==> src/rtl/demux_1x4_stream_router.sv <==
// Buffered 1-to-4 stream router: 2-entry FIFO feeding a demux.
// Destination comes from in_dest or a round-robin pointer.
module demux_1x4_stream_router #(
  parameter int WIDTH = 8
) (
  input  logic             clk,
  input  logic             rst_n,
  input  logic [WIDTH-1:0] in_data,
  input  logic [1:0]       in_dest,
  input  logic             in_valid,
  output logic             in_ready,
  input  logic             rr_en,
  output logic [WIDTH-1:0] out_data,
  output logic [1:0]       out_sel,
  output logic [3:0]       out_valid,
  input  logic [3:0]       out_ready,
  output logic [1:0]       rr_ptr,
  output logic [1:0]       level
);

  logic [WIDTH-1:0] mem [2];
  logic [1:0]       dst [2];
  logic             rd;
  logic             wr;
  logic             push;
  logic             pop;
  logic             empty;
  logic [1:0]       level_nxt;
  logic [1:0]       dest_in;

  assign empty   = (level == 2'd0);
  assign dest_in = rr_en ? rr_ptr : in_dest;
  assign push    = in_valid & in_ready;
  assign pop     = ~empty & out_ready[dst[rd]];

  always_comb begin
    out_data  = '0;
    out_sel   = '0;
    out_valid = '0;
    if (!empty) begin
      out_data  = mem[rd];
      out_sel   = dst[rd];
      out_valid = 4'b0001 << dst[rd];
    end
  end

  always_comb begin
    level_nxt = level;
    case ({push, pop})
      2'b10:   level_nxt = level + 2'd1;
      2'b01:   level_nxt = level - 2'd1;
      default: level_nxt = level;
    endcase
  end

  always_ff @(posedge clk or negedge rst_n) begin
    if (!rst_n) begin
      mem[0]   <= '0;
      mem[1]   <= '0;
      dst[0]   <= '0;
      dst[1]   <= '0;
      rd       <= 1'b0;
      wr       <= 1'b0;
      level    <= '0;
      rr_ptr   <= '0;
      in_ready <= 1'b0;
    end else begin
      if (push) begin
        mem[wr] <= in_data;
        dst[wr] <= dest_in;
        wr      <= ~wr;
        if (rr_en) rr_ptr <= rr_ptr + 2'd1;
      end
      if (pop) rd <= ~rd;
      level <= level_nxt;
      // registered so out_ready never reaches in_ready combinationally
      in_ready <= (level_nxt != 2'd2);
    end
  end

endmodule

==> config.mk <==
export PLATFORM = sky130hd
export DESIGN_NAME = demux_1x4_stream_router
export DESIGN_NICKNAME = d
export VERILOG_FILES = /design/src/rtl/demux_1x4_stream_router.sv
export SDC_FILE = /design/constraint.sdc
export NUM_CORES = 1
export LEC_CHECK = 0
export ABC_AREA = 1
export BUFFER_PORTS_ARGS = -buffer_cell sky130_fd_sc_hd__buf_4
export CAP_MARGIN = 10
export CORE_ASPECT_RATIO = 1.75
export CORE_UTILIZATION = 40
export CTS_CLUSTER_DIAMETER = 50
export DETAILED_ROUTE_END_ITERATION = 10
export PLACE_DENSITY_LB_ADDON = 0.3
export SYNTH_ARGS = -nofsm -noshare
export SYNTH_HDL_FRONTEND = slang
export SYNTH_SLANG_ARGS = --single-unit
==> constraint.sdc <==
create_clock -name clk -period 2.9 [get_ports clk]
set_input_delay 0.29 -clock clk [delete_from_list [all_inputs] [get_ports clk]]
set_output_delay 0.29 -clock clk [all_outputs]
set_load 0.02 [all_outputs]
Yosys cells after proc, flatten, opt, wreduce, memory -nomap -nowiden:

Index checks and enable logic that the tools add are counted.

* add/subtract/negate cells: 3
* magnitude comparators: 4
* equal/unequal tests: 3
* shifts and indexed selects: 1
* mux-type cells: 19
* bitwise operators: 7
* reductions and logical operators: 3

Operators by type and width (count)
* $mux W8: 5
* $bwmux W16: 1
* $mux W2: 6
* $demux W8 S1: 1
* $add A2 B1 Y2 const B: 2
* $bwmux W4: 1
* $ge A2 B2 Y1 const B: 2
* $mux W4: 1
* $not A1 Y2: 2
* $pmux W2 S2: 1
* $shl A1 B2 Y4 const A: 1
* $lt A2 B3 Y1 const B: 1
* $not A1 Y1: 3
* $and A1 B1 Y1: 2
* $bmux W1 S2: 1
* $demux W2 S1: 1
* $eq A2 B1 Y1 const B: 1
* $eq A2 B2 Y1 const B: 1
* $logic_not A2 Y1: 1
* $lt A2 B1 Y1 const B: 1
* $ne A2 B2 Y1 const B: 1
* $reduce_and A2 Y1: 1
* $sub A2 B1 Y2 const B: 1
* $logic_and A1 B1 Y1: 1
* $mux W1: 1

* register bits after elaboration: 27
* input bits: 18
* output and inout port bits: 19
* word-level logic and storage cells: 49

Longest topological paths before layout:

Gate-level depths: netlist (run 1).

* depth after elaboration: 10
* gate-level depth with buffers: 13
* depth with buffers taken out: 12

Least setup slack after synthesis (run 1):

No wires, ideal clock.

* kind: reg-to-reg
* start point: register rd
* end point: register in_ready
* library setup time: 0.131 ns
* data arrival time: 1.679 ns
* required time: 2.769 ns
* slack: 1.090 ns
* stages on the path, launching flop included: 11
* buffers on the path: 0
* clock period less this slack: 1.810 ns
* path through: dfrtp_1 > o21ai_0 > nand3_2 > nand2_2 > nand2_2 > inv_1 > ha_1 > a21oi_1 > o21ai_1 > xnor2_1 > nand3_1

* word-level cells in the longest chain between the ends: 10
* elaborated cells on any way between the ends: 11
* those cells by class: eq/ne (3); mux (6); bitwise (2)

Ends and longest elaborated chain
* from (decl): line 23 `logic rd;`
* from (signal assigned): line 74 `if (pop) rd <= ~rd;`
* $not A1 Y2 (implied by the code) *: line 34 `assign pop = ~empty & out_ready[dst[rd]];`
* $mux W2 (implied by the code) * (3 in series): line 34
* $bmux W1 S2 *: line 34
* $mux W1 (implied by the code) *: line 34
* $and A1 B1 Y1 *: line 34
* via pop: line 26 `logic pop;`
* $eq A2 B1 Y1 / $eq A2 B2 Y1 (equally long branches): line 49 `case ({push, pop})`
* $pmux W2 S2 *: line 49
* via level_nxt[1]: line 28 `logic [1:0] level_nxt;`
* $ne A2 B2 Y1 *: line 77 `in_ready <= (level_nxt != 2'd2);`
* to (signal assigned): line 77
* to (decl): line 11 `output logic in_ready,`

The timed path passes the listed nets; every way through them passes the cells marked *. The select of a mux whose other input is x is not followed.
A chain may end at the register's enable or synchronous reset.

Final worst setup path (run 1):

Ends and elaborated chain as after synthesis.

==> metrics.md, run 1 <==
| Metric | Value |
|---|---|
| CP Depth | 11 |
| Worst R2R End | in_ready |
| Maximum clock frequency | 458 MHz |
| Slowest CP cell | dfrtp_1 |
| Initial core utilization | 0.425 |
| # rows | 27 |
| CP Class | flip-flop to flip-flop |
| Total track usage | 0.175 |
| Crit path capture type | flip-flop |
| GR Overflow Total | 0 |
| Worst Tran Pin Value | 0.375 ns |
| DIE WIDTH | 46.1 um |
| Routed wire length | 2.77 mm |
| Total CTS buffers | 3 |
| CP startpoint kind | flip-flop |
| Final setup vio count | 0 |
| Avg Inst Size Synth | 8.02 um2 |
| Worst hold path class | primary input to flip-flop |
| Initial DRC Count | 25 |
| Setup TNS | 0 ns |
| Max_cap viols | 0 |
| Full die area | 0.00365 mm2 |
| DRC | 0 |
| Reg-to-Reg Start | rd |
| Tcrit/Tclk final | 0.752 |
| Clk sink count | 27 |
| WL/cell | 11.0 um |
| Xor/xnor share of the synthesized area | 0.0193 |
| Design area | 0.00172 mm2 |
| Power, Total | 2.14 mW |
| Worst hold slack | 0.279 ns |
| DRT Pass-1 Iters | 4 |
| Buf+Inv Stages, Crit Path | 2 |
| Post-Synth Adder-Cell Area | 0.00918 |
| Sequential-to-total area share from yosys stat | 0.496 |
| CTS clock-pin slew for the worst setup and hold paths | 0.09 ns |
| Final Net Count | 228 |
| Leak | 0.911 nW |
| Port bufs | 36 |
| Htree depth | 1 |
| CP peak stage delay | 0.48 ns |
| Worst hold endpoint | mem[12] |
| Hold violation count in the final report | 0 |
| Largest family of logic cells by synthesized area | simple AND/OR/NAND/NOR gates |
| Mapped Cells | 170 |
| Clock Skew | 0.00411 ns |
| CP max FO | 9 |
| Die Span Y | 79.2 um |
| Synth Area in Compound Gates | 0.121 |
| Largest cells by area after synthesis | dfrtp_1 50%, nand2_1 14%, o21ai_1 7.3%, inv_1 5.0%, a21oi_1 3.3% |
| Rel. slew slack | 0.747 |
| Worst hold stages | 3 |
| PnR worst setup slack | 0.718 ns |
| Pin count of the biggest net entering global routing | 28 |
| Detailed-route via count | 1154 |
| RD Place Congestion | 0.844 |
| Cell family with most CP delay | compound AO/OA/AOI/OAI gates |
| Max clock buf depth | 2 |
| Critical Path RT | 3.05 ns |
| Layout cells sized above 1 | 0.284 |
| Antenna violations before repair | 0 |
| Vias/cell | 4.60 |
| Final Critical Period | 2.18 ns |
| Yosys top cell by area | dfrtp_1 |
| Outcome | finished clean |
| RSZ-0062 raised after global routing | false |
| I/O pin cnt | 37 |
| Yosys top cell area share | 0.496 |
| Pwr per Cell Area | 1250 mW/mm2 |
| Diodes inserted | 0 |
| Post-synthesis mux area share | 0 |
| Hpwl dp | 2.12 mm |
| Core area | 0.00321 mm2 |
| Synth Cell Area | 0.00136 mm2 |
| R2R depth | 11 |
| Max rail drop VDD | 593 uV |
| Crit path top cell by count | nand2_2 |
| Synth unique cells | 20 |
| Dpl ws | 0.739 ns |
| Placed cell areas | 0.00166 mm2 |
| Synth Warn # | 0 |
| WP data arrival | 2.33 ns |
| Pins Over Slew Limit | 0 |
| Hold wc startpoint | in_data[4] |
| Finished Layout Cells | 251 |
| FF+latch count, synth | 27 |
| Root Driver | clkbuf_8 |
| CTS tree | built |
| Postcts setup bufs | 0 |
| Via count of the first global-routing pass | 1129 |
| Critical path, cell by cell | buf_4, o21ai_0, nand3_2, nand2_2, nand2_2, inv_1, ha_1, a21oi_1, o21ai_1, xnor2_1, nand3_1 |
| Synth Area in Simple Gates | 0.258 |
| Number of routed nets with antenna violations | 0 |
| Syn nets | 189 |
| Area growth, synth to finish | 26.2% |
| First-pass GRT wire length | 4.77 mm |
| Finished Core Util | 0.536 |
| Post-Place Cells | 246 |
| Clk Latency, worst-skew pair | 0.27 ns |
| Flop2flop setup slack | 0.72 ns |
## worst register-to-register path, stage by stage (launching register included)
cell     delay [ns]
dfrtp_1        0.48
buf_4          0.21
o21ai_0        0.34
nand3_2        0.12
nand2_2        0.09
nand2_2        0.05
inv_1          0.05
ha_1           0.24
a21oi_1        0.13
o21ai_1        0.09
xnor2_1        0.17
nand3_1        0.09
## per-layer routing
metal,up-vias,GRT usage,share of wire
met3,4,0.0205,0.021
met1,522,0.215,0.42
met2,23,0.300,0.55
li1,605,-,-
met5,-,0,0
met4,0,0.0618,0.0083
## how the worst max path moves through the flow
| stage | from | end | slack (ns) |
|---|---|---|---|
| finish | rd | in_ready | 0.72 |
| global route | rd | in_ready | 0.51 |
| CTS | rd | in_ready | 0.70 |
| detailed placement | rd | in_ready | 0.74 |
| global placement | rd | in_ready | 0.81 |
| floorplan | rd | in_ready | 1.09 |
## state kept, by name, indices dropped and copies added (netlist names)
register and flops:
mem 16, dst 4, level 2, rr_ptr 2, in_ready 1, rd 1, wr 1
## logic make-up (layout without fill, tap and decap cells)
logic type      Yosys count  after routing
simple gates             76             76
compound gates           33             33
buf+inv                  30             68
flops                    27             27
xor+xnor                  3              3
fa+ha+maj                 1              1
## layout by cell type (no fill, tap or decap)
cell type      netlist  final
o21ai_0              4      4
inv_1               18     18
o21ai_1             20     20
nor2_1               4      4
xnor2_1              1      1
nand2_2              3      3
a21oi_1              9      9
nand2_1             51     51
buf_4                0     38
dfrtp_1             27     27
clkbuf_1             0      1
nor3_1               5      5
or2_1                1      1
xor2_1               2      2
nand3_1              4      4
dlygate4sd3_1        0      1
clkbuf_8             0      3
nor2_2               2      2
nand2_4              2      2
inv_2                7      7
nand3_2              4      4
ha_1                 1      1
## layout make-up
class,count,area [um2]
Clock buffer,4,45.0
Fill cell,324,1490
Inverter,25,93.8
Multi-Input combinational cell,113,556
Sequential cell,27,676
Tap cell,43,53.8
Timing Repair Buffer,39,295
## power breakdown
| group | internal, mW | total [mW] | switching (mW) |
|---|---|---|---|
| clock | 0.0982 | 0.207 | 0.109 |
| combinational | 0.496 | 1.23 | 0.738 |
| sequential | 0.561 | 0.702 | 0.141 |
| total | 1.15 | 2.14 | 0.988 |
## synthesized netlist by cell type
library cell and instances:
a21oi_1 9, buf_2 3, buf_6 2, dfrtp_1 27, ha_1 1, inv_1 18
inv_2 7, nand2_1 51, nand2_2 3, nand2_4 2, nand3_1 4, nand3_2 4
nor2_1 4, nor2_2 2, nor3_1 5, o21ai_0 4, o21ai_1 20, or2_1 1
xnor2_1 1, xor2_1 2
## repair_timing
action / 4_1_cts / 5_1_grt
hold endpoints to repair: 27 / 0
hold buffers: 1 / 0
resized for setup: 0 / 0
Note: power is estimated with default switching activity, not from simulation.
==> inputs of run 2 (changes only) <==
==> constraint.sdc (replaced) <==
create_clock -name clk -period 2 [get_ports clk]
set_input_delay 0.2 -clock clk [delete_from_list [all_inputs] [get_ports clk]]
set_output_delay 0.2 -clock clk [all_outputs]
set_load 0.02 [all_outputs]
==> metrics.md, run 2 (same netlist as run 1, synthesis figures left out) <==
| Metric | Value |
|---|---|
| Hold violation count in the final report | 0 (unchanged) |
| Reg-to-Reg Start | rd |
| Antenna violations before repair | 0 (unchanged) |
| Crit path capture type | flip-flop |
| Full die area | 0.00365 mm2 (unchanged) |
| Largest regs | mem (16), dst (4) |
| Total CTS buffers | 3 (unchanged) |
| Most frequent cells in the layout | 51 x nand2_1, 44 x buf_4, 26 x dfrtp_1, 20 x o21ai_1, 17 x inv_1 |
| Leak | 0.946 nW (+3.8%) |
| Initial core utilization | 0.425 (unchanged) |
| Worst Tran Pin Value | 0.342 ns (-0.0336 ns) |
| Initial DRC Count | 15 (-40%) |
| Worst hold path class | primary input to flip-flop |
| Vias/cell | 4.66 (+1.4%) |
| WP data arrival | 2.03 ns (-0.30 ns) |
| RD Place Congestion | 0.811 (-3.9%) |
| CP max FO | 8 (-1) |
| R2R depth | 12 (+1) |
| Number of routed nets with antenna violations | 0 (unchanged) |
| CTS tree | built |
| Routed wire length | 2.86 mm (+3.3%) |
| Pwr per Cell Area | 1840 mW/mm2 (+47%) |
| Layout cells sized above 1 | 0.335 (+0.0512) |
| Tcrit/Tclk final | 0.943 (+0.191) |
| Detailed-route via count | 1203 (+4.2%) |
| Final Critical Period | 1.89 ns (-0.295 ns) |
| Core area | 0.00321 mm2 (unchanged) |
| Commonest non-fill, non-tap cell in the layout | nand2_1 |
| Area growth, synth to finish | 32.4% |
| Maximum clock frequency | 530 MHz (+16%) |
| Max rail drop VDD | 911 uV (+54%) |
| Die Span Y | 79.2 um (unchanged) |
| GR Overflow Total | 0 (unchanged) |
| Worst Setup EP | in_ready |
| Power, Total | 3.31 mW (+55%) |
| Htree depth | 1 (unchanged) |
| # rows | 27 (unchanged) |
| First-pass GRT wire length | 4.74 mm (-0.71%) |
| CP startpoint kind | flip-flop |
| Max reg flops | 16 (unchanged) |
| Max clock buf depth | 2 (unchanged) |
| Via count of the first global-routing pass | 1108 (-1.9%) |
| Clk Latency, worst-skew pair | 0.27 ns (about the same) |
| CP Class | flip-flop to flip-flop |
| DRC | 0 (unchanged) |
| CTS clock-pin slew for the worst setup and hold paths | 0.09 ns (about the same) |
| DIE WIDTH | 46.1 um (unchanged) |
| Clock Skew | 0.00515 ns (+0.00104 ns) |
| Root Driver | clkbuf_8 |
| Flop2flop setup slack | 0.11 ns (-0.60 ns) |
| DRT Pass-1 Iters | 4 (unchanged) |
| Port bufs | 36 (unchanged) |
| Crit path launch | rd |
| I/O pin cnt | 37 (unchanged) |
| Max_cap viols | 0 (unchanged) |
| Hpwl dp | 2.12 mm (-0.34%) |
| Final setup vio count | 0 (unchanged) |
| Outcome | finished clean |
| Rel. slew slack | 0.772 (+0.0251) |
| Final Net Count | 235 (+3.1%) |
| Critical Path RT | 2.15 ns (-0.90 ns) |
| Biggest register | mem |
| WL/cell | 11.1 um (+0.48%) |
| Worst R2R End | in_ready |
| Diodes inserted | 0 (unchanged) |
| Total track usage | 0.174 (-0.000821) |
| Pins Over Slew Limit | 0 (unchanged) |
| Clk sink count | 27 (unchanged) |
| Setup TNS | 0 ns (unchanged) |
| Pin count of the biggest net entering global routing | 28 (unchanged) |
[run 2: cell type report]
cell class,count,area (um2)
sequential,27,677
inverter,25,96.3
clock buffer,3,41.3
fill,316,1410
clock inverter,1,7.51
tap,43,53.8
multi-input combinational,113,577
timing repair buffer,46,352
[run 2: metal layers]
metal,vias up,routed length [um],GRT usage
met5,-,0,0
met4,0,20,0.0529
met3,2,54,0.0136
met2,21,1560,0.299
met1,561,1230,0.223
li1,619,-,-
[run 2: report_power, final]
| part | switching, mW | internal [mW] | total, mW | leakage, nW |
|---|---|---|---|---|
| clock network | 0.163 | 0.141 | 0.304 | 0.0217 |
| registers | 0.206 | 0.815 | 1.02 | 0.330 |
| logic | 1.13 | 0.853 | 1.99 | 0.594 |
| total | 1.50 | 1.81 | 3.31 | 0.946 |
[run 2: worst min path at each step]
| stage | slack (ns) | start | cells after the start | to |
|---|---|---|---|---|
| finish | 0.19 | in_data[5] | 3 | mem[5] |
| global route | 0.20 | in_data[7] | 3 | mem[7] |
| CTS | 0.19 | in_data[4] | 3 | mem[12] |
| detailed placement | 0.13 | rst_n | 1 | mem[13] |
| global placement | 0.13 | rst_n | 1 | mem[13] |
| floorplan | -0.1 | rst_n | 0 | dst[0] |
[run 2: through the flow]
step           cells  instance area [um2]   util  hold WS, ns  setup slack [ns]
6_report         258                 1800  0.562        0.190             0.113
5_1_grt          258                 1800  0.562        0.203          -0.00688
4_1_cts          255                 1750  0.546        0.187            0.0199
3_5_place_dp     250                 1690  0.528        0.131            0.0621
3_3_place_gp     250                 1690  0.528        0.131             0.110
2_1_floorplan    170                 1360      -      -0.0956             0.190
[run 2: repair_timing]
item / CTS / global route
endpoints found under the setup margin: 0 / 2
endpoints found under the hold margin: 27 / 0
gates resized for setup: 0 / 8
hold buffers: 1 / 0
buffers inserted: 0 / 3
[run 2: worst max-delay path, cell delays in order (launching register included)]
cell     delay [ns]
dfrtp_2        0.49
buf_6          0.15
nand2_4        0.06
nand3_2        0.08
nand3_2        0.08
nand2_2        0.06
nand2_2        0.07
inv_2          0.05
ha_4           0.23
a21oi_1        0.10
o21ai_1        0.08
xnor2_1        0.21
nand3_1        0.10
==> inputs of run 3 (changes only) <==
--- a/config.mk
+++ b/config.mk
@@ -8,8 +8,10 @@
 export ABC_AREA = 1
 export BUFFER_PORTS_ARGS = -buffer_cell sky130_fd_sc_hd__buf_4
 export CAP_MARGIN = 10
+export CELL_PAD_IN_SITES_DETAIL_PLACEMENT = 0
+export CELL_PAD_IN_SITES_GLOBAL_PLACEMENT = 1
 export CORE_ASPECT_RATIO = 1.75
-export CORE_UTILIZATION = 40
+export CORE_UTILIZATION = 33
 export CTS_CLUSTER_DIAMETER = 50
 export DETAILED_ROUTE_END_ITERATION = 10
 export PLACE_DENSITY_LB_ADDON = 0.3
==> metrics.md, run 3 (same netlist as run 1, synthesis figures left out) <==
| Metric | Value |
|---|---|
| Outcome | finished clean |
| Tcrit/Tclk final | 0.928 (-0.0156) |
| Post-Place Cells | 254 (+1.6%) |
| Power, Total | 3.45 mW (+4.2%) |
| GR Overflow Total | 0 (unchanged) |
| Die Span Y | 87.0 um (+9.8%) |
| CP startpoint kind | flip-flop |
| RD Place Congestion | 0.867 (+6.9%) |
| Core area | 0.00390 mm2 (+22%) |
| Port bufs | 36 (unchanged) |
| Detailed-route via count | 1191 (-1.0%) |
| Pin count of the biggest net entering global routing | 28 (unchanged) |
| Initial DRC Count | 9 (-6) |
| Final Net Count | 236 (+0.43%) |
| Slowest CP cell | dfrtp_2 |
| DIE WIDTH | 50.6 um (+9.7%) |
| Clock Skew | 0.00865 ns (+0.00350 ns) |
| Crit path top cell by count | nand2_2 |
| Hold wc startpoint | in_data[6] |
| Pwr per Cell Area | 1870 mW/mm2 (+1.8%) |
| Critical path, cell by cell | buf_4, o21ai_4, nand3_2, nand2_2, nand2_2, inv_2, ha_4, a21oi_2, o21ai_2, xnor2_2, nand3_1 |
| CTS tree | built |
| Final Critical Period | 1.86 ns (-0.0313 ns) |
| Most frequent cells in the layout | 49 x nand2_1, 44 x buf_4, 26 x dfrtp_1, 19 x o21ai_1, 17 x inv_1 |
| Reg-to-Reg Start | rd |
| Full die area | 0.00440 mm2 (+20%) |
| Rel. slew slack | 0.783 (+0.0110) |
| Setup TNS | 0 ns (unchanged) |
| Commonest non-fill, non-tap cell in the layout | nand2_1 |
| Crit path launch | rd |
| Worst Tran Pin Value | 0.322 ns (-0.0199 ns) |
| DRC | 0 (unchanged) |
| Final setup vio count | 0 (unchanged) |
| Root Driver | clkbuf_8 |
| Vias/cell | 4.51 (-3.2%) |
| Finished Layout Cells | 264 (+2.3%) |
| CP peak stage delay | 0.48 ns (about the same) |
| Max reg flops | 16 (unchanged) |
| Max_cap viols | 0 (unchanged) |
| CTS clock-pin slew for the worst setup and hold paths | 0.09 ns (about the same) |
| Pins Over Slew Limit | 0 (unchanged) |
| Critical Path RT | 2.15 ns (about the same) |
| Via count of the first global-routing pass | 1154 (+4.2%) |
| Total track usage | 0.152 (-0.0223) |
| DRT Pass-1 Iters | 4 (unchanged) |
| Clk sink count | 27 (unchanged) |
| Worst hold path class | primary input to flip-flop |
| I/O pin cnt | 37 (unchanged) |
| Crit path capture type | flip-flop |
| Max clock buf depth | 2 (unchanged) |
| Clk Latency, worst-skew pair | 0.27 ns (about the same) |
| Layout cells sized above 1 | 0.361 (+0.0262) |
| WL/cell | 11.1 um (+0.15%) |
| # rows | 30 (+11%) |
| Max rail drop VDD | 861 uV (-5.5%) |
| Biggest register | mem |
| Antenna violations before repair | 0 (unchanged) |
| Hold violation count in the final report | 0 (unchanged) |
| RSZ-0062 raised after global routing | false |
| Initial core utilization | 0.349 (-0.0755) |
| Routed wire length | 2.94 mm (+2.5%) |
| WP data arrival | 2.01 ns (-0.02 ns) |
| Hpwl dp | 2.23 mm (+5.4%) |
| Area growth, synth to finish | 35.5% |
| CP Class | flip-flop to flip-flop |
| Finished Core Util | 0.473 (-0.0891) |
| Total CTS buffers | 3 (unchanged) |
| Maximum clock frequency | 539 MHz (+1.7%) |
| CP max FO | 6 (-2) |
| Diodes inserted | 0 (unchanged) |
| Worst hold slack | 0.183 ns (-0.00608 ns) |
| First-pass GRT wire length | 5.06 mm (+6.7%) |
| Htree depth | 1 (unchanged) |
| Leak | 0.965 nW (+2.0%) |
| Number of routed nets with antenna violations | 0 (unchanged) |
| Largest regs | mem (16), dst (4) |
[run 3: power by group]
part | switching, mW | total (mW) | internal [mW] | leakage (nW)
clock network | 0.163 | 0.302 | 0.139 | 0.0255
logic | 1.19 | 2.13 | 0.943 | 0.609
registers | 0.199 | 1.01 | 0.815 | 0.330
total | 1.55 | 3.45 | 1.90 | 0.965
[run 3: timing repair]
item                       in CTS  in global routing
setup endpoints to repair       1                  2
hold endpoints to repair       27                  0
gates resized for setup        10                  6
hold buffers                    1                  0
buffers inserted                2                  3
gates cloned                    0                  0
pin swaps                       4                  3
[run 3: worst max-delay path: cells and delay by family, from the launching register on]
kind / cells / cell delay (ns)
fa+ha+maj: 1 / 0.20
flops: 1 / 0.48
buf+inv: 2 / 0.22
compound gates: 3 / 0.36
simple gates: 4 / 0.32
xor+xnor: 1 / 0.16
[run 3: area by class of cell]
cell class / instances / area, um2
fill: 415 / 2060
sequential: 27 / 677
multi-input combinational: 113 / 604
timing repair buffer: 47 / 363
inverter: 25 / 96.3
tap: 48 / 60.1
clock buffer: 3 / 41.3
clock inverter: 1 / 5.00
[run 3: worst paths after layout]
path	to	slack (ns)	cells past startpoint
setup / recovery	in_ready	0.14	11
hold / removal	mem[6]	0.18	3
setup reg to reg	in_ready	0.14	11
hold reg to reg	mem[8]	0.49	2
max in group asynchronous	rd	1.36	2
min in group asynchronous	rr_ptr[0]	0.35	2
[run 3: stage by stage]
step	setup WS (ns)	cell area, um2
final	0.145	1850
after CTS	0.00230	1790
after global routing	0.0300	1850
after floorplan	0.190	1360
after detailed placement	-0.0579	1690
after global placement	0.110	1690
[run 3: metal layers]
layer  vias up  track usage  routed length [um]
met3         4       0.0105                  87
met2        26        0.268                1540
met4         0       0.0758                  61
met5         -            0                   0
met1       539        0.182                1250
li1        622            -                   -
